`src/rtl/gcd_pkg.sv`:
```
// Shared types and helpers for the GCD engine.
package gcd_pkg;

  typedef enum logic [1:0] {
    IDLE = 2'd0,
    CALC = 2'd1,
    DONE = 2'd2
  } state_e;

  localparam int MODE_EUCLID = 0;
  localparam int MODE_STEIN  = 1;

  // Width of the shared power-of-two counter k.
  function automatic int k_width(input int w);
    return $clog2(w + 1);
  endfunction

endpackage

```
`src/rtl/gcd_step.sv`:
```
// One combinational GCD iteration: termination detect plus either a
// subtractive-Euclid step or a binary (Stein) step.
module gcd_step
  import gcd_pkg::*;
#(
  parameter int WIDTH = 16,
  parameter int MODE  = MODE_EUCLID,
  parameter int KW    = k_width(WIDTH)
) (
  input  logic [WIDTH-1:0] a,
  input  logic [WIDTH-1:0] b,
  input  logic [KW-1:0]    k,
  output logic [WIDTH-1:0] a_nxt,
  output logic [WIDTH-1:0] b_nxt,
  output logic [KW-1:0]    k_nxt,
  output logic             term,
  output logic [WIDTH-1:0] result
);

  logic             a_lt_b;
  logic [WIDTH-1:0] diff;

  // Larger minus smaller, so the subtraction can never wrap.
  assign a_lt_b = (a < b);
  assign diff   = a_lt_b ? (b - a) : (a - b);

  always_comb begin
    a_nxt  = a;
    b_nxt  = b;
    k_nxt  = k;
    term   = 1'b1;
    result = '0;
    if (a == '0) begin
      result = b;
    end else if (b == '0) begin
      result = a;
    end else if (a == b) begin
      result = a << k;
    end else begin
      term = 1'b0;
      if (MODE == MODE_STEIN) begin
        if (!a[0] && !b[0]) begin
          a_nxt = a >> 1;
          b_nxt = b >> 1;
          k_nxt = k + KW'(1);
        end else if (!a[0]) begin
          a_nxt = a >> 1;
        end else if (!b[0]) begin
          b_nxt = b >> 1;
        end else if (a_lt_b) begin
          b_nxt = diff;
        end else begin
          a_nxt = diff;
        end
      end else begin
        if (a_lt_b) b_nxt = diff;
        else        a_nxt = diff;
      end
    end
  end

endmodule

```
`src/rtl/gcd_unit.sv`:
```
// Self-sequencing GCD engine with valid/ready on both sides, one
// operation in flight, and a saturating step counter.
module gcd_unit
  import gcd_pkg::*;
#(
  parameter int WIDTH = 16,
  parameter int MODE  = MODE_EUCLID,
  parameter int CNT_W = 16
) (
  input  logic             clk,
  input  logic             rst_n,
  input  logic             in_valid,
  output logic             in_ready,
  input  logic [WIDTH-1:0] a_in,
  input  logic [WIDTH-1:0] b_in,
  output logic             out_valid,
  input  logic             out_ready,
  output logic [WIDTH-1:0] gcd_out,
  output logic [CNT_W-1:0] iters
);

  localparam int KW = k_width(WIDTH);
  localparam logic [CNT_W-1:0] CNT_MAX = '1;

  state_e           state_q, state_d;
  logic [WIDTH-1:0] a_q, a_d, b_q, b_d;
  logic [KW-1:0]    k_q, k_d;
  logic [CNT_W-1:0] cnt_q, cnt_d;
  logic             out_valid_q, out_valid_d;
  logic [WIDTH-1:0] gcd_q, gcd_d;
  logic [CNT_W-1:0] iters_q, iters_d;

  logic [WIDTH-1:0] a_nxt, b_nxt, result;
  logic [KW-1:0]    k_nxt;
  logic             term;

  gcd_step #(.WIDTH(WIDTH), .MODE(MODE), .KW(KW)) u_step (
    .a      (a_q),
    .b      (b_q),
    .k      (k_q),
    .a_nxt  (a_nxt),
    .b_nxt  (b_nxt),
    .k_nxt  (k_nxt),
    .term   (term),
    .result (result)
  );

  always_comb begin
    state_d     = state_q;
    a_d         = a_q;
    b_d         = b_q;
    k_d         = k_q;
    cnt_d       = cnt_q;
    out_valid_d = out_valid_q;
    gcd_d       = gcd_q;
    iters_d     = iters_q;
    case (state_q)
      IDLE: begin
        if (in_valid) begin
          a_d     = a_in;
          b_d     = b_in;
          k_d     = '0;
          cnt_d   = '0;
          state_d = CALC;
        end
      end
      CALC: begin
        // Termination takes its own cycle and is not counted as a step.
        if (term) begin
          gcd_d       = result;
          iters_d     = cnt_q;
          out_valid_d = 1'b1;
          state_d     = DONE;
        end else begin
          a_d   = a_nxt;
          b_d   = b_nxt;
          k_d   = k_nxt;
          cnt_d = (cnt_q == CNT_MAX) ? cnt_q : cnt_q + CNT_W'(1);
        end
      end
      DONE: begin
        if (out_ready) begin
          out_valid_d = 1'b0;
          state_d     = IDLE;
        end
      end
      default: state_d = IDLE;
    endcase
  end

  always_ff @(posedge clk or negedge rst_n) begin
    if (!rst_n) begin
      state_q     <= IDLE;
      a_q         <= '0;
      b_q         <= '0;
      k_q         <= '0;
      cnt_q       <= '0;
      out_valid_q <= 1'b0;
      gcd_q       <= '0;
      iters_q     <= '0;
    end else begin
      state_q     <= state_d;
      a_q         <= a_d;
      b_q         <= b_d;
      k_q         <= k_d;
      cnt_q       <= cnt_d;
      out_valid_q <= out_valid_d;
      gcd_q       <= gcd_d;
      iters_q     <= iters_d;
    end
  end

  assign in_ready  = (state_q == IDLE);
  assign out_valid = out_valid_q;
  assign gcd_out   = gcd_q;
  assign iters     = iters_q;

endmodule

```
`config.mk`:
```
export PLATFORM = sky130hd
export DESIGN_NAME = gcd_unit
export DESIGN_NICKNAME = d
export VERILOG_FILES = /design/src/rtl/gcd_pkg.sv /design/src/rtl/gcd_step.sv /design/src/rtl/gcd_unit.sv
export SDC_FILE = /design/constraint.sdc
export NUM_CORES = 1
export LEC_CHECK = 0
export CORE_ASPECT_RATIO = 1.2
export CORE_MARGIN = 4
export CORE_UTILIZATION = 40
export DETAILED_ROUTE_END_ITERATION = 8
export GPL_ROUTABILITY_DRIVEN = 0
export GPL_TIMING_DRIVEN = 0
export PLACE_DENSITY_LB_ADDON = 0.15
export SLEW_MARGIN = 40
export SYNTH_ARGS = -nofsm -noshare
export SYNTH_HDL_FRONTEND = slang
export SYNTH_SLANG_ARGS = --single-unit
```
`constraint.sdc`:
```
create_clock -name clk -period 3.05 [get_ports clk]
set_input_delay 0.915 -clock clk [delete_from_list [all_inputs] [get_ports clk]]
set_output_delay 0.915 -clock clk [all_outputs]
set_load 0.005 [all_outputs]
```
After elaboration in Yosys (flattened, before gate mapping):

Index checks and enable logic that the tools add are counted.

* memories: 0
* output and inout bits: 34
* ROM bits: 0
* RAM bits: 0
* register bits: 83
* bits in latches: 0
* logic and storage cells: 68

* reduce and logical (&&, ||, !) cells: 11
* magnitude comparators: 1
* multipliers: 0
* shift operators: 0
* divide/modulo/power cells: 0
* add/subtract/negate cells: 3
* eq/ne operators: 14
* bitwise operators: 0
* mux-type cells: 32

Operators with widths (number)
* $mux 16: 19
* $pmux 16 s2: 3
* $logic_not 16->1: 2
* $sub 16x16->16: 2
* $ne 2x2->1 const B: 9
* $add 16x1->16 const B: 1
* $eq 16x16->1: 1
* $eq 16x16->1 const B: 1
* $lt 16x16->1: 1
* $reduce_and 7->1: 2
* $mux 2: 3
* $pmux 2 s3: 1
* $reduce_and 3->1: 2
* $mux 1: 5
* $reduce_and 4->1: 1
* $reduce_bool 2->1: 2
* $eq 2x1->1 const B: 1
* $eq 2x2->1 const B: 1
* $logic_not 2->1: 1
* $ne 2x1->1 const B: 1
* $pmux 1 s2: 1
* $reduce_and 2->1: 1

Logic depth before layout (Yosys ltp):

Gate-level depths: netlist of the first run.

* word-level depth: 8
* mapped depth: 13

By module:

From an unflattened synthesis of the first run, not the netlist that was laid out.

* cells, all modules: 856
* area, all modules: 7003.0 µm²

By module, submodules not included
* gcd_unit: area an instance 3893.7 µm², seq. area each 2202.1 µm², cells each 400, instances 1
* gcd_step: area an instance 3109.2 µm², seq. area each 0.0 µm², cells each 456, instances 1

Worst setup path after synthesis of the first run:

No wires, ideal clock.

* path type: register to register
* start: register a_q[0]
* end: register a_q[2]
* setup slack: 0.240 ns
* required time: 2.955 ns
* path buffers: 0
* cell stages (with the launch flop): 12
* setup time: 0.095 ns
* arrival time: 2.715 ns
* period minus slack after synthesis: 2.810 ns
* cell sequence: dfrtp_1 -> inv_1 -> ha_1 -> fa_1 -> nand2b_1 -> a31oi_2 -> o21ai_2 -> o211a_1 -> nor2_2 -> mux2_2 -> mux2i_1 -> o31ai_1

* longest elaborated chain between the ends: 8
* elaborated cells on any way between the ends: 20
* classes of those cells: add/sub (2); order compare (1); eq/ne (5); mux (10); reduce/logical (2)

Ends and longest elaborated chain
* from (decl): line gcd_unit.sv:26 `logic [WIDTH-1:0] a_q, a_d, b_q, b_d;`
* from (signal assigned): line gcd_unit.sv:94 `a_q <= '0;`
* from (signal assigned): line gcd_unit.sv:103 `a_q <= a_d;`
* $sub 16x16->16 or $lt 16x16->1 (tied branches): line gcd_step.sv:25, gcd_step.sv:24
* $mux 16: line gcd_step.sv:25 `assign diff = a_lt_b ? (b - a) : (a - b);`
* $mux 16: line gcd_step.sv:56 `if (a_lt_b) b_nxt = diff;`
* $mux 16: line gcd_step.sv:37 `end else if (a == b) begin`
* $mux 16: line gcd_step.sv:35 `end else if (b == '0) begin`
* $mux 16: line gcd_step.sv:33 `if (a == '0) begin`
* $mux 16: line gcd_unit.sv:69 `if (term) begin`
* $pmux 16 s2: line gcd_unit.sv:57 `case (state_q)`

Several ways; a longest one is shown, not always the timed one. The select of a mux whose other input is x is not followed.
A chain may end at the register's enable or synchronous reset.

Worst setup path in the final report of the first run:

* start: register a_q[0]
* end: register a_q[13]

The elaborated chain is that of the path after synthesis.

==> impl_table.tex, run 1 <==
\begin{tabular}{lr}
\hline
Metric & Value \\
\hline
\multicolumn{2}{l}{\textbf{Cells and area}} \\
\quad Area of all placed cells without fillers & about 0.0069 mm2 \\
\quad Layout cells sized above 1 & 12.1\% \\
\quad ANT cells & 0 \\
\quad Area growth from synthesis to layout & 28.0\% \\
\quad Number of nets in the final layout & 798 \\
\multicolumn{2}{l}{\textbf{STA}} \\
\quad Final-report setup violation count & 0 \\
\quad Max-slew violation total from the final report & 0 \\
\quad Post-layout minimum cycle time & just under 3 ns \\
\quad Final hold violation count & 0 \\
\quad Slew at the pin closest to its max-slew limit & about 0.62 ns \\
\quad Period utilisation layout & between 90\% and 100\% \\
\quad Achievable clock frequency & around 0.34 GHz \\
\quad Largest clock skew in the final design & 0.0103 ns \\
\quad Worst hold slack after final layout & 0.424 ns \\
\quad Sum of negative setup slack & 0 ns \\
\quad Slew Limit Headroom & 58.3\% \\
\multicolumn{2}{l}{\textbf{Setup path}} \\
\quad Endpoint class of the critical path & flip-flop \\
\quad Cell with the biggest individual delay on the critical path & dfrtp\_2 \\
\quad Register-to-Register Path Depth & 12 \\
\quad Ordered list of cells on the worst path & inv\_1 > ha\_1 > fa\_1 > nand2b\_4 > a31oi\_4 > o21ai\_4 > o211ai\_4 > nand2\_4 > a21boi\_4 > buf\_2 > nor2\_1 > a31oi\_1 \\
\quad Largest stage delay on the critical path & 0.41 ns \\
\quad Maximum fanout along the worst path & 10 \\
\quad Setup slack of the most critical reg-to-reg path & 0.1 ns \\
\quad Req. time, crit path & 3.32 ns \\
\quad Classification of the worst setup path & reg -> reg \\
\quad Crit path DAT & 3.22 ns \\
\quad Startpoint kind of the worst setup timing path & flip-flop \\
\multicolumn{2}{l}{\textbf{Synth}} \\
\quad Fraction of synthesized cell area taken by the top area cell type & 38.8\% \\
\quad Most numerous cell in the Yosys netlist & nand2\_1 \\
\quad Sequential fraction of the synthesis area & 38.8\% \\
\quad Post-synth cell types & 64 \\
\quad Yosys warning total & 0 \\
\quad Yosys reg bits & 83 \\
\quad Dominant cell type by area after synthesis & dfrtp\_1 \\
\quad Biggest area contributors in the synthesized netlist & dfrtp\_1 (39\%), nand2\_1 (7.9\%), ha\_1 (7.5\%) \\
\quad Number of enable flip-flop cells after synthesis & 0 \\
\quad Summed instance area of the synthesized netlist & 0.00535 mm2 \\
\quad Synthesized netlist net count & just over 700 \\
\quad Ranking of synthesized cells by instance count & nand2\_1 (113), dfrtp\_1 (83), nor2\_1 (61) \\
\quad Share of synthesized flip-flops with an asynchronous set or reset & 100\% \\
\quad Gate count of the mapped netlist & 636 \\
\quad Synthesized area per cell & 8.41 um2 \\
\quad Top flip-flop cell by instance count after synthesis & dfrtp\_1 \\
\multicolumn{2}{l}{\textbf{Floorplan}} \\
\quad I/O Pins & 70 \\
\quad Count of standard-cell rows & 46 \\
\quad Die width & about 110 um \\
\quad Initial Util & 40.6\% \\
\quad Total core area & 0.0132 mm2 \\
\quad Die outline height & 135 um \\
\quad Die area & 0.0153 mm2 \\
\multicolumn{2}{l}{\textbf{Global route}} \\
\quad Aggregate global routing overflow & 0 \\
\quad Aggregate global-route resource usage & 22.3\% \\
\quad Via count of the first global-routing pass & 5,088 \\
\quad Global-route wire length before repair & 26,700 um \\
\quad Maximum number of pins on one net before global-route repair & 62 \\
\quad Initial antenna violation count & 0 \\
\multicolumn{2}{l}{\textbf{Pwr}} \\
\quad Combinational share of power & 67.9\% \\
\quad Net switching power figure & 0.00470 W \\
\quad Relative contribution of the clock network to total power & 12.2\% \\
\quad Highest ir drop seen on vdd & 681 uV \\
\quad Switching power as a share of total power & 50.0\% \\
\quad Sequential cell fraction of total power & 19.9\% \\
\quad Pleak & 3.11 nW \\
\quad PwrDens & roughly 1400 mW/mm2 \\
\quad Internal & 0.00469 W \\
\multicolumn{2}{l}{\textbf{Placed design}} \\
\quad Placed wire-length estimate after detailed placement & 12,500 um \\
\quad Instance area at placement & 0.00628 mm2 \\
\quad Number of buffers inserted by port buffering & 69 \\
\multicolumn{2}{l}{\textbf{Drt}} \\
\quad Number of detailed-route iterations in the first pass & 5 \\
\quad Mean number of vias per cell & 5.72 \\
\quad DR iter-0 viols & 445 \\
\quad Sum of routed wire length over all layers & 17,000 um \\
\quad Count of nets left with antenna violations after detail routing & 0 \\
\quad Total via count after detailed routing & 5,154 \\
\quad DR DRC count & 0 \\
\quad Routed len/inst & 18.9 um \\
\multicolumn{2}{l}{\textbf{Clocking}} \\
\quad CTS tree & done \\
\quad CTS sink cnt & between 80 and 90 \\
\quad CTS HTree Levels & 3 \\
\quad Clock insertion delay at the later pin of the skew report & 0.34 ns \\
\quad Number of buffers on the longest clock path & 2 \\
\quad Cts bufs inserted & 9 \\
\quad Worst-path clk slew & 0.07 ns \\
\quad Root buffer cell & clkbuf\_16 \\
\multicolumn{2}{l}{\textbf{Hold path}} \\
\quad Tightest Hold Check Type & in -> async \\
\multicolumn{2}{l}{\textbf{Run}} \\
\quad Number of max-cap violations & 0 \\
\multicolumn{2}{l}{\textbf{Run status}} \\
\quad Result of the run & finished clean \\
\hline
\end{tabular}
area by class of cell:
cell class / count / area, um2
timing repair buffer: 81 / 815
clock buffer: 11 / 243
tap: 168 / 210
multi-input combinational: 484 / 3130
inverter: 40 / 150
buffer: 29 / 155
clock inverter: 5 / 60.1
sequential: 83 / 2090
fill: 1265 / 6330
layout by cell type (no fill, tap or decap), types with 4 or more instances in the layout:
| cell type | instances |
|---|---|
| buf_4 | 13 |
| nor2_1 | 61 |
| nand2_1 | 111 |
| nor4_1 | 9 |
| a21o_1 | 5 |
| o21ai_0 | 27 |
| buf_6 | 4 |
| a211oi_1 | 6 |
| o22ai_1 | 10 |
| a21oi_1 | 45 |
| and3_1 | 5 |
| nor2b_1 | 5 |
| ha_1 | 27 |
| clkbuf_1 | 13 |
| dfrtp_1 | 74 |
| o211ai_1 | 5 |
| nor3_1 | 6 |
| ha_2 | 4 |
| clkbuf_16 | 9 |
| nand4_1 | 6 |
| buf_2 | 9 |
| mux2i_1 | 14 |
| a22oi_1 | 13 |
| xor2_1 | 11 |
| inv_1 | 40 |
| nand3_1 | 12 |
| a31oi_1 | 7 |
| and2_1 | 8 |
| clkdlybuf4s50_1 | 68 |
| nand2b_1 | 10 |
| o31ai_1 | 15 |
| dfrtp_2 | 9 |
path summary, 6_finish.rpt:
path	endpoint	from
setup / recovery	a_q[13]$_DFFE_PN0P_	a_q[0]$_DFFE_PN0P_
hold / removal	b_q[3]$_DFFE_PN0P_	rst_n
setup reg to reg	a_q[13]$_DFFE_PN0P_	a_q[0]$_DFFE_PN0P_
hold reg to reg	iters[11]$_DFFE_PN0P_	iters[11]$_DFFE_PN0P_
max in group asynchronous	a_q[12]$_DFFE_PN0P_	rst_n
min in group clk	iters[11]$_DFFE_PN0P_	iters[11]$_DFFE_PN0P_
per-layer routing:
metal / track usage (%) / wire, um / up-vias
met3: 3.50 / 883 / 36
met1: 27.4 / 7080 / 2550
met2: 38.2 / 8540 / 160
met4: 10.4 / 492 / 0
li1: - / - / 2408
met5: 0 / 0 / -
worst max-delay path, delay by kind of cell, from the launching register on:
| family | cells | cell delay (ns) |
|---|---|---|
| AO/OA/AOI/OAI | 5 | 1.03 |
| buffers and inverters | 2 | 0.39 |
| adder cells (fa/ha/maj) | 2 | 0.63 |
| flip-flops | 1 | 0.41 |
| AND/OR/NAND/NOR | 3 | 0.42 |
cell families (layout without fill, tap and decap cells):
kind of cell / after synthesis / count (layout) / share of synthesized area (%)
compound gates: 166 / 166 / 20.1
xor+xnor: 14 / 14 / 2.29
fa+ha+maj: 34 / 34 / 8.23
buf+inv: 69 / 166 / 5.54
flops: 83 / 83 / 38.8
mux: 15 / 15 / 2.83
simple gates: 255 / 255 / 22.2
through the flow:
step	util (%)	std cells	setup slack, ns	total power, W
global placement	47.4	873	-1.94	0.00728
global route	52.0	901	-0.00992	0.0100
floorplan	-	636	0.240	0.00587
CTS	50.7	896	0.00421	0.00895
detailed placement	47.7	874	-0.582	0.00739
finish	52.0	901	0.0973	0.00939
sequential cells by signal, summed over array words and instances, names as in the netlist:
| signal | cells |
|---|---|
| a_q | 16 |
| b_q | 16 |
| cnt_q | 16 |
| gcd_out | 16 |
| iters | 16 |
| state_q | 2 |
| out_valid | 1 |
power by group through the flow:
stage                     Combinational (W)  Sequential, W  Clock (W)
final                               0.00637        0.00187    0.00114
after global routing                0.00694        0.00191    0.00120
after CTS                           0.00594        0.00185    0.00116
after detailed placement            0.00552        0.00186          0
after global placement              0.00543        0.00186          0
after floorplan                     0.00417        0.00170          0
repair_timing:
action	CTS	global route
setup endpoints to repair	50	67
resized for setup	9	34
pin swaps	2	4
hold buffers	0	0
cloned	0	0
buffers inserted	6	5
Note: power is estimated with default switching activity, not from simulation.
==> run 2, diff against run 1 <==
- SYNTH_HIERARCHICAL: unset -> 1
==> run 2 against run 1 <==
- critical endpoint is now cnt_q[10]$_DFFE_PN0P_
- area after synthesis grew 31%
- largest power group unchanged
- combinational power grew 16%
- die area grew 29%
==> impl_table.tex, run 2 <==
\begin{tabular}{lr}
\hline
Metric & Value \\
\hline
\multicolumn{2}{l}{\textbf{Drt}} \\
\quad DR iter-0 viols & 605 (+36\%) \\
\quad Count of nets left with antenna violations after detail routing & 0 (unchanged) \\
\quad Routed len/inst & 19.9 um (+5.6\%) \\
\quad DR DRC count & 0 (unchanged) \\
\quad Total via count after detailed routing & 6,875 (+33\%) \\
\quad Number of detailed-route iterations in the first pass & 5 (unchanged) \\
\quad Mean number of vias per cell & 5.80 (+1.3\%) \\
\quad Sum of routed wire length over all layers & 23,600 um (+39\%) \\
\multicolumn{2}{l}{\textbf{Synth}} \\
\quad Synthesized area per cell & 8.18 um2 (-2.8\%) \\
\quad Top flip-flop cell by instance count after synthesis & dfrtp\_1 \\
\quad Share of synthesized flip-flops with an asynchronous set or reset & 100\% (unchanged) \\
\quad Sequential fraction of the synthesis area & 31.4\% (-7.4 points) \\
\quad Biggest area contributors in the synthesized netlist & dfrtp\_1 (31\%), nand2\_1 (7.8\%), ha\_1 (6.1\%) \\
\quad Gate count of the mapped netlist & 856 (+35\%) \\
\quad Ranking of synthesized cells by instance count & nand2\_1 (146), dfrtp\_1 (88), o21ai\_0 (62) \\
\quad Synthesized netlist net count & 928 (+31\%) \\
\quad Post-synth cell types & 76 (+19\%) \\
\quad Most numerous cell in the Yosys netlist & nand2\_1 \\
\quad Yosys warning total & 6 (+6) \\
\quad Summed instance area of the synthesized netlist & 0.00700 mm2 (+31\%) \\
\quad Fraction of synthesized cell area taken by the top area cell type & 31.4\% (-7.4 points) \\
\quad Number of enable flip-flop cells after synthesis & 0 (unchanged) \\
\quad Yosys reg bits & 88 (+6.0\%) \\
\quad Dominant cell type by area after synthesis & dfrtp\_1 \\
\multicolumn{2}{l}{\textbf{Cells and area}} \\
\quad Area growth from synthesis to layout & 22.9\% \\
\quad Number of nets in the final layout & 1,037 (+30\%) \\
\quad Layout fillers & 1,671 (+32\%) \\
\quad Most frequent cells in the layout & nand2\_1 (145), dfrtp\_1 (69), clkdlybuf4s50\_1 (68) \\
\quad Layout cells sized above 1 & 18.7\% (+6.5 points) \\
\quad Fraction of the core area covered by cells at the end of the flow & 50.5\% (-1.5 points) \\
\quad Area of all placed cells without fillers & 0.00861 mm2 (+26\%) \\
\quad ANT cells & 0 (unchanged) \\
\quad Post-layout instance count excluding filler cells & 1,186 (+32\%) \\
\quad Commonest non-fill, non-tap cell in the layout & nand2\_1 \\
\multicolumn{2}{l}{\textbf{Setup path}} \\
\quad Startpoint kind of the worst setup timing path & flip-flop \\
\quad Largest stage delay on the critical path & 0.46 ns (+0.05 ns) \\
\quad Sum of buffers and inverters on the critical path & 6 (+4) \\
\quad Ordered list of cells on the worst path & inv\_1 > ha\_1 > buf\_2 > nand4\_2 > nor2\_4 > nand4b\_4 > nand2\_4 > nand2b\_1 > a21o\_1 > buf\_4 > inv\_2 > buf\_2 > buf\_4 > a211oi\_1 \\
\quad Endpoint class of the critical path & flip-flop \\
\quad Req. time, crit path & 3.30 ns (-0.02 ns) \\
\quad Maximum fanout along the worst path & 10 (unchanged) \\
\quad Crit path DAT & 3.18 ns (-0.04 ns) \\
\quad Cell with the biggest individual delay on the critical path & dfrtp\_2 \\
\quad Kind of cell adding the most delay to the critical path & buffers and inverters \\
\quad Classification of the worst setup path & reg -> reg \\
\multicolumn{2}{l}{\textbf{Pwr}} \\
\quad Combinational share of power & 69.8\% (+1.9 points) \\
\quad Pleak & 3.90 nW (+25\%) \\
\quad Net switching power figure & 0.00547 W (+16\%) \\
\quad PnR Total Power & 0.0106 W (+13\%) \\
\quad Highest ir drop seen on vdd & 517 uV (-24\%) \\
\quad Relative contribution of the clock network to total power & 10.5\% (-1.7 points) \\
\quad PwrDens & 1230 mW/mm2 (-9.9\%) \\
\quad Internal & 0.00516 W (+10\%) \\
\quad Sequential cell fraction of total power & 19.7\% (-0.2 points) \\
\quad Switching power as a share of total power & 51.4\% (+1.4 points) \\
\multicolumn{2}{l}{\textbf{Clocking}} \\
\quad CTS Hold Buffers Added & 0 (unchanged) \\
\quad CTS HTree Levels & 3 (unchanged) \\
\quad CTS sink cnt & 88 (+6.0\%) \\
\quad Number of buffers on the longest clock path & 2 (unchanged) \\
\quad Worst-path clk slew & 0.07 ns (about the same) \\
\quad Clock insertion delay at the later pin of the skew report & 0.36 ns (+0.02 ns) \\
\quad Cts bufs inserted & 9 (unchanged) \\
\quad Root buffer cell & clkbuf\_16 \\
\quad CTS tree & done \\
\multicolumn{2}{l}{\textbf{STA}} \\
\quad Slew at the pin closest to its max-slew limit & 0.621 ns (+0.00218 ns) \\
\quad Post-route setup slack & 0.122 ns (+0.0247 ns) \\
\quad Post-layout minimum cycle time & 2.93 ns (-0.0247 ns) \\
\quad Period utilisation layout & 96.0\% (-0.81 points) \\
\quad Largest clock skew in the final design & 0.0127 ns (+0.00240 ns) \\
\quad Achievable clock frequency & 0.342 GHz (+0.84\%) \\
\quad Max-slew violation total from the final report & 0 (unchanged) \\
\quad Slew Limit Headroom & 58.6\% (+0.29 points) \\
\quad Final-report setup violation count & 0 (unchanged) \\
\quad Final hold violation count & 0 (unchanged) \\
\quad Setup repair after global routing missed its margin & true \\
\multicolumn{2}{l}{\textbf{Floorplan}} \\
\quad I/O Pins & 70 (unchanged) \\
\quad Die area & 0.0197 mm2 (+29\%) \\
\quad Count of standard-cell rows & 52 (+13\%) \\
\quad Total core area & 0.0170 mm2 (+29\%) \\
\quad Initial Util & 41.1\% (+0.48 points) \\
\quad Die width & 129 um (+13\%) \\
\quad Die outline height & 153 um (+14\%) \\
\multicolumn{2}{l}{\textbf{Global route}} \\
\quad Aggregate global-route resource usage & 24.1\% (+1.8 points) \\
\quad Met1 layer usage reported by global route & 31.9\% (+4.5 points) \\
\quad M2 GR Usage & 39.5\% (+1.3 points) \\
\quad Initial antenna violation count & 0 (unchanged) \\
\quad Maximum number of pins on one net before global-route repair & 50 (-19\%) \\
\quad Grt met3 use & 2.93\% (-0.56 points) \\
\quad Aggregate global routing overflow & 0 (unchanged) \\
\quad Most crowded layer after global routing & met2 \\
\quad Global-route wire length before repair & 37,200 um (+40\%) \\
\quad Via count of the first global-routing pass & 6,688 (+31\%) \\
\multicolumn{2}{l}{\textbf{Placed design}} \\
\quad Number of buffers inserted by port buffering & 69 (unchanged) \\
\quad Setup WS pre-CTS & -0.588 ns (-0.00540 ns) \\
\quad Number of instances in the placed design & 1,142 (+31\%) \\
\quad Instance area at placement & 0.00799 mm2 (+27\%) \\
\quad Placed wire-length estimate after detailed placement & 17,600 um (+40\%) \\
\multicolumn{2}{l}{\textbf{Hold path}} \\
\quad Tightest Hold Check Type & in -> async \\
\multicolumn{2}{l}{\textbf{Run}} \\
\quad Number of max-cap violations & 0 (unchanged) \\
\multicolumn{2}{l}{\textbf{Run status}} \\
\quad Result of the run & finished clean \\
\hline
\end{tabular}
run 2: changes by cell type in the layout (fill, tap and decap cells not counted), sizes merged, moves of 9 or more:
cell / delta
nand3: +10
a21oi: -12
inv: +19
nand2: +32
mux4: +9
a31oi: +36
xnor2: +16
o22ai: -9
clkbuf: +10
o21ai: +36
buf: +39
mux2: +29
run 2: what timing repair did:
item	in CTS	in global routing
setup endpoints to repair	83	48
gates resized for setup	24	31
cloned	0	0
setup buffers	3	25
pin swaps	1	5
run 2: logic make-up after synthesis:
family,after synthesis,synth area share [%]
and+or+nand+nor,304,20.3
adders and majority gates,36,6.65
muxes,51,9.43
DFF,88,31.4
AOI/OAI and AO/OA,234,21.7
buffers and inverters,119,7.45
xor gates and xnor gates,24,3.00
run 2: cell type report:
type / count / area (um2) / area share (%)
multi-input cells: 649 / 4350 / 50.6
flip-flops and latches: 88 / 2230 / 25.9
repair buffers: 98 / 930 / 10.8
plain buffers: 61 / 332 / 3.85
well taps: 216 / 270 / 3.14
clock buffers: 11 / 243 / 2.82
inverters: 58 / 218 / 2.53
clock inverters: 5 / 38.8 / 0.451
run 2: metal layers:
layer / part of all wire [%] / wire, um / vias up
li1: - / - / 3246
met1: 42 / 9820 / 3274
met2: 48 / 11400 / 288
met3: 5.8 / 1360 / 67
met4: 4.5 / 1060 / 0
met5: 0 / 0 / -
run 2: power groups by stage:
stage	Combinational (W)	Sequential, W	Clock, W
after floorplan	0.00503	0.00189	0
after global placement	0.00648	0.00225	0
after detailed placement	0.00651	0.00226	0
after CTS	0.00667	0.00221	0.00114
after global routing	0.00817	0.00213	0.00118
final	0.00742	0.00210	0.00112
run 2: final timing paths:
path	start	end	slack [ns]	cells after the start
worst min register to register	iters[11]$_DFFE_PN0N_	iters[11]$_DFFE_PN0N_	0.49	2
worst max-delay path	a_q[10]$_DFFE_PN0P_	cnt_q[10]$_DFFE_PN0P_	0.12	14
worst min-delay path	rst_n	out_valid$_DFFE_PN0P_	0.48	1
max in group asynchronous	rst_n	gcd_out[7]$_DFFE_PN0N_	1.98	2
worst max register to register	a_q[10]$_DFFE_PN0P_	cnt_q[10]$_DFFE_PN0P_	0.12	14
min in group clk	iters[11]$_DFFE_PN0N_	iters[11]$_DFFE_PN0N_	0.49	2
run 2: stage by stage:
step	hold slack [ns]	TNS (ns)
floorplan	0.457	0
global placement	0.469	-233.81
detailed placement	0.475	-24.51
CTS	0.485	-0.00247
global route	0.505	-0.0360
finish	0.480	0
==> run 3, diff against run 2 <==
- RECOVER_POWER: unset -> 100
==> run 3 against run 2 <==
- the flow now finishes with violations (capacitance limit, slew limit)
- first-iteration DRC count rose by 7.6%
- sequential power barely moved
- critical path type unchanged
- clock skew fell by 0.0018 ns
==> impl_table.tex, run 3 (synthesis gave the netlist of run 2 again) <==
\begin{tabular}{lr}
\hline
Metric & Value \\
\hline
\multicolumn{2}{l}{\textbf{Run status}} \\
\quad Result of the run & finished, violations left \\
\quad Violated checks & capacitance limit, slew limit \\
\multicolumn{2}{l}{\textbf{STA}} \\
\quad Slew Limit Headroom & -34.1\% (-93 points) \\
\quad Post-route setup slack & 0.108 ns (-0.0137 ns) \\
\quad Setup repair after global routing missed its margin & true \\
\quad Achievable clock frequency & 0.340 GHz (-0.47\%) \\
\quad Worst hold slack after final layout & 0.485 ns (+0.00536 ns) \\
\quad Post-layout minimum cycle time & 2.94 ns (+0.0137 ns) \\
\quad Largest clock skew in the final design & 0.0110 ns (-0.00176 ns) \\
\quad Final hold violation count & 0 (unchanged) \\
\quad Sum of negative setup slack & 0 ns (unchanged) \\
\quad Period utilisation layout & 96.5\% (+0.45 points) \\
\quad Slew at the pin closest to its max-slew limit & 2.01 ns (+1.39 ns) \\
\quad Max-slew violation total from the final report & 40 (+40) \\
\quad Final-report setup violation count & 0 (unchanged) \\
\multicolumn{2}{l}{\textbf{Setup path}} \\
\quad Req. time, crit path & 3.30 ns (about the same) \\
\quad Maximum fanout along the worst path & 10 (unchanged) \\
\quad Register-to-Register Path Depth & 14 (unchanged) \\
\quad Ordered list of cells on the worst path & inv\_1 > ha\_1 > buf\_2 > nand4\_2 > nor2\_4 > nand4b\_4 > nand2\_4 > nand2b\_1 > a21o\_1 > buf\_4 > inv\_1 > buf\_2 > buf\_4 > a211oi\_1 \\
\quad Endpoint class of the critical path & flip-flop \\
\quad Classification of the worst setup path & reg -> reg \\
\quad Startpoint kind of the worst setup timing path & flip-flop \\
\quad Crit path DAT & 3.20 ns (+0.02 ns) \\
\quad Largest stage delay on the critical path & 0.45 ns (about the same) \\
\quad Cell with the biggest individual delay on the critical path & dfrtp\_2 \\
\multicolumn{2}{l}{\textbf{Global route}} \\
\quad Maximum number of pins on one net before global-route repair & 50 (unchanged) \\
\quad Initial antenna violation count & 0 (unchanged) \\
\quad Aggregate global-route resource usage & 24.1\% (unchanged) \\
\quad Global-route wire length before repair & 37,200 um (unchanged) \\
\quad Via count of the first global-routing pass & 6,688 (unchanged) \\
\quad Aggregate global routing overflow & 0 (unchanged) \\
\multicolumn{2}{l}{\textbf{Placed design}} \\
\quad Number of instances in the placed design & 1,142 (unchanged) \\
\quad Setup WS pre-CTS & -0.588 ns (unchanged) \\
\quad Placed wire-length estimate after detailed placement & 17,600 um (unchanged) \\
\quad Number of buffers inserted by port buffering & 69 (unchanged) \\
\multicolumn{2}{l}{\textbf{Cells and area}} \\
\quad Commonest non-fill, non-tap cell in the layout & nand2\_1 \\
\quad Layout cells sized above 1 & 18.1\% (-0.52 points) \\
\quad Area growth from synthesis to layout & 22.7\% \\
\quad Most frequent cells in the layout & nand2\_1 (145), dfrtp\_1 (69), o21ai\_0 (61) \\
\quad Post-layout instance count excluding filler cells & 1,186 (unchanged) \\
\quad Number of nets in the final layout & 1,037 (unchanged) \\
\quad ANT cells & 0 (unchanged) \\
\multicolumn{2}{l}{\textbf{Floorplan}} \\
\quad I/O Pins & 70 (unchanged) \\
\quad Die area & 0.0197 mm2 (unchanged) \\
\quad Total core area & 0.0170 mm2 (unchanged) \\
\quad Die outline height & 153 um (unchanged) \\
\quad Count of standard-cell rows & 52 (unchanged) \\
\quad Initial Util & 41.1\% (unchanged) \\
\quad Die width & 129 um (unchanged) \\
\multicolumn{2}{l}{\textbf{Drt}} \\
\quad DR DRC count & 0 (unchanged) \\
\quad Total via count after detailed routing & 6,882 (+0.10\%) \\
\quad Number of detailed-route iterations in the first pass & 7 (+2) \\
\quad Routed len/inst & 19.9 um (about the same) \\
\quad Count of nets left with antenna violations after detail routing & 0 (unchanged) \\
\quad Mean number of vias per cell & 5.80 (+0.10\%) \\
\quad DR iter-0 viols & 651 (+7.6\%) \\
\quad Sum of routed wire length over all layers & 23,600 um (about the same) \\
\multicolumn{2}{l}{\textbf{Clocking}} \\
\quad CTS Hold Buffers Added & 0 (unchanged) \\
\quad Clock insertion delay at the later pin of the skew report & 0.36 ns (about the same) \\
\quad Cts bufs inserted & 9 (unchanged) \\
\quad Number of buffers on the longest clock path & 2 (unchanged) \\
\quad CTS sink cnt & 88 (unchanged) \\
\quad Worst-path clk slew & 0.07 ns (about the same) \\
\quad CTS HTree Levels & 3 (unchanged) \\
\quad Root buffer cell & clkbuf\_16 \\
\quad CTS tree & done \\
\multicolumn{2}{l}{\textbf{Hold path}} \\
\quad Tightest Hold Check Type & reg -> reg \\
\quad Hold Crit Depth & 2 \\
\multicolumn{2}{l}{\textbf{Pwr}} \\
\quad PnR Total Power & 0.0106 W (about the same) \\
\quad PwrDens & 1240 mW/mm2 (+0.18\%) \\
\quad Pleak & 4.02 nW (+3.0\%) \\
\quad Highest ir drop seen on vdd & 518 uV (+0.11\%) \\
\multicolumn{2}{l}{\textbf{Run}} \\
\quad Number of max-cap violations & 1 (+1) \\
\hline
\end{tabular}
==> run 3: cell types whose count changed in the layout (fill, tap and decap cells not counted), sizes merged <==
cell           delta
buf               -4
clkbuf            +3
clkdlybuf4s50    -34
dlygate4sd2       +1
dlygate4sd3      +34
==> run 3: cell type report <==
class / count / area (um2)
plain buffers: 61 / 328
flip-flops and latches: 88 / 2230
fillers: 1674 / 8450
clock inverters: 5 / 38.8
clock buffers: 11 / 243
multi-input cells: 649 / 4340
inverters: 58 / 218
well taps: 216 / 270
repair buffers: 98 / 927
==> run 3: worst max-delay path: cells and delay by family (launching register included) <==
| family | cells | cell delay (ns) |
|---|---|---|
| DFF | 1 | 0.45 |
| AOI/OAI and AO/OA | 2 | 0.34 |
| adders and majority gates | 1 | 0.28 |
| and+or+nand+nor | 5 | 0.82 |
| buffers and inverters | 6 | 0.95 |
==> run 3: power breakdown <==
group          internal, W  switching (W)
sequential         0.00152       0.000573
clock             0.000583       0.000532
combinational      0.00305        0.00437
==> run 3: per-stage QoR <==
| step | util (%) | cell area [um2] |
|---|---|---|
| global route | 50.4 | 8590 |
| detailed placement | 46.9 | 7990 |
| floorplan | - | 7000 |
| finish | 50.4 | 8590 |
| global placement | 46.7 | 7960 |
| CTS | 48.9 | 8340 |
==> run 3: timing repair <==
action / CTS / global route
resized for setup: 24 / 31
pin swaps: 1 / 5
setup buffers: 3 / 25
endpoints found under the setup margin: 83 / 48
==> run 3: path summary, 6_finish.rpt <==
kind	end	start	slack (ns)
worst max register to register	cnt_q[10]$_DFFE_PN0P_	a_q[10]$_DFFE_PN0P_	0.11
worst min-delay path	iters[11]$_DFFE_PN0N_	iters[11]$_DFFE_PN0N_	0.49
min in group asynchronous	out_valid$_DFFE_PN0P_	rst_n	1.27
worst min register to register	iters[11]$_DFFE_PN0N_	iters[11]$_DFFE_PN0N_	0.49
worst max-delay path	cnt_q[10]$_DFFE_PN0P_	a_q[10]$_DFFE_PN0P_	0.11
max in group asynchronous	a_q[11]$_DFFE_PN0P_	rst_n	0.47
==> run 3: metal layers <==
layer  GRT usage [%]  up-vias  part of all wire, %  routed length, um
met1            31.9     3273                   42               9860
li1                -     3247                    -                  -
met2            39.5      297                   48              11400
met4            10.4        0                  4.4               1050
met3            2.93       65                  5.8               1360
met5               0        -                    0                  0
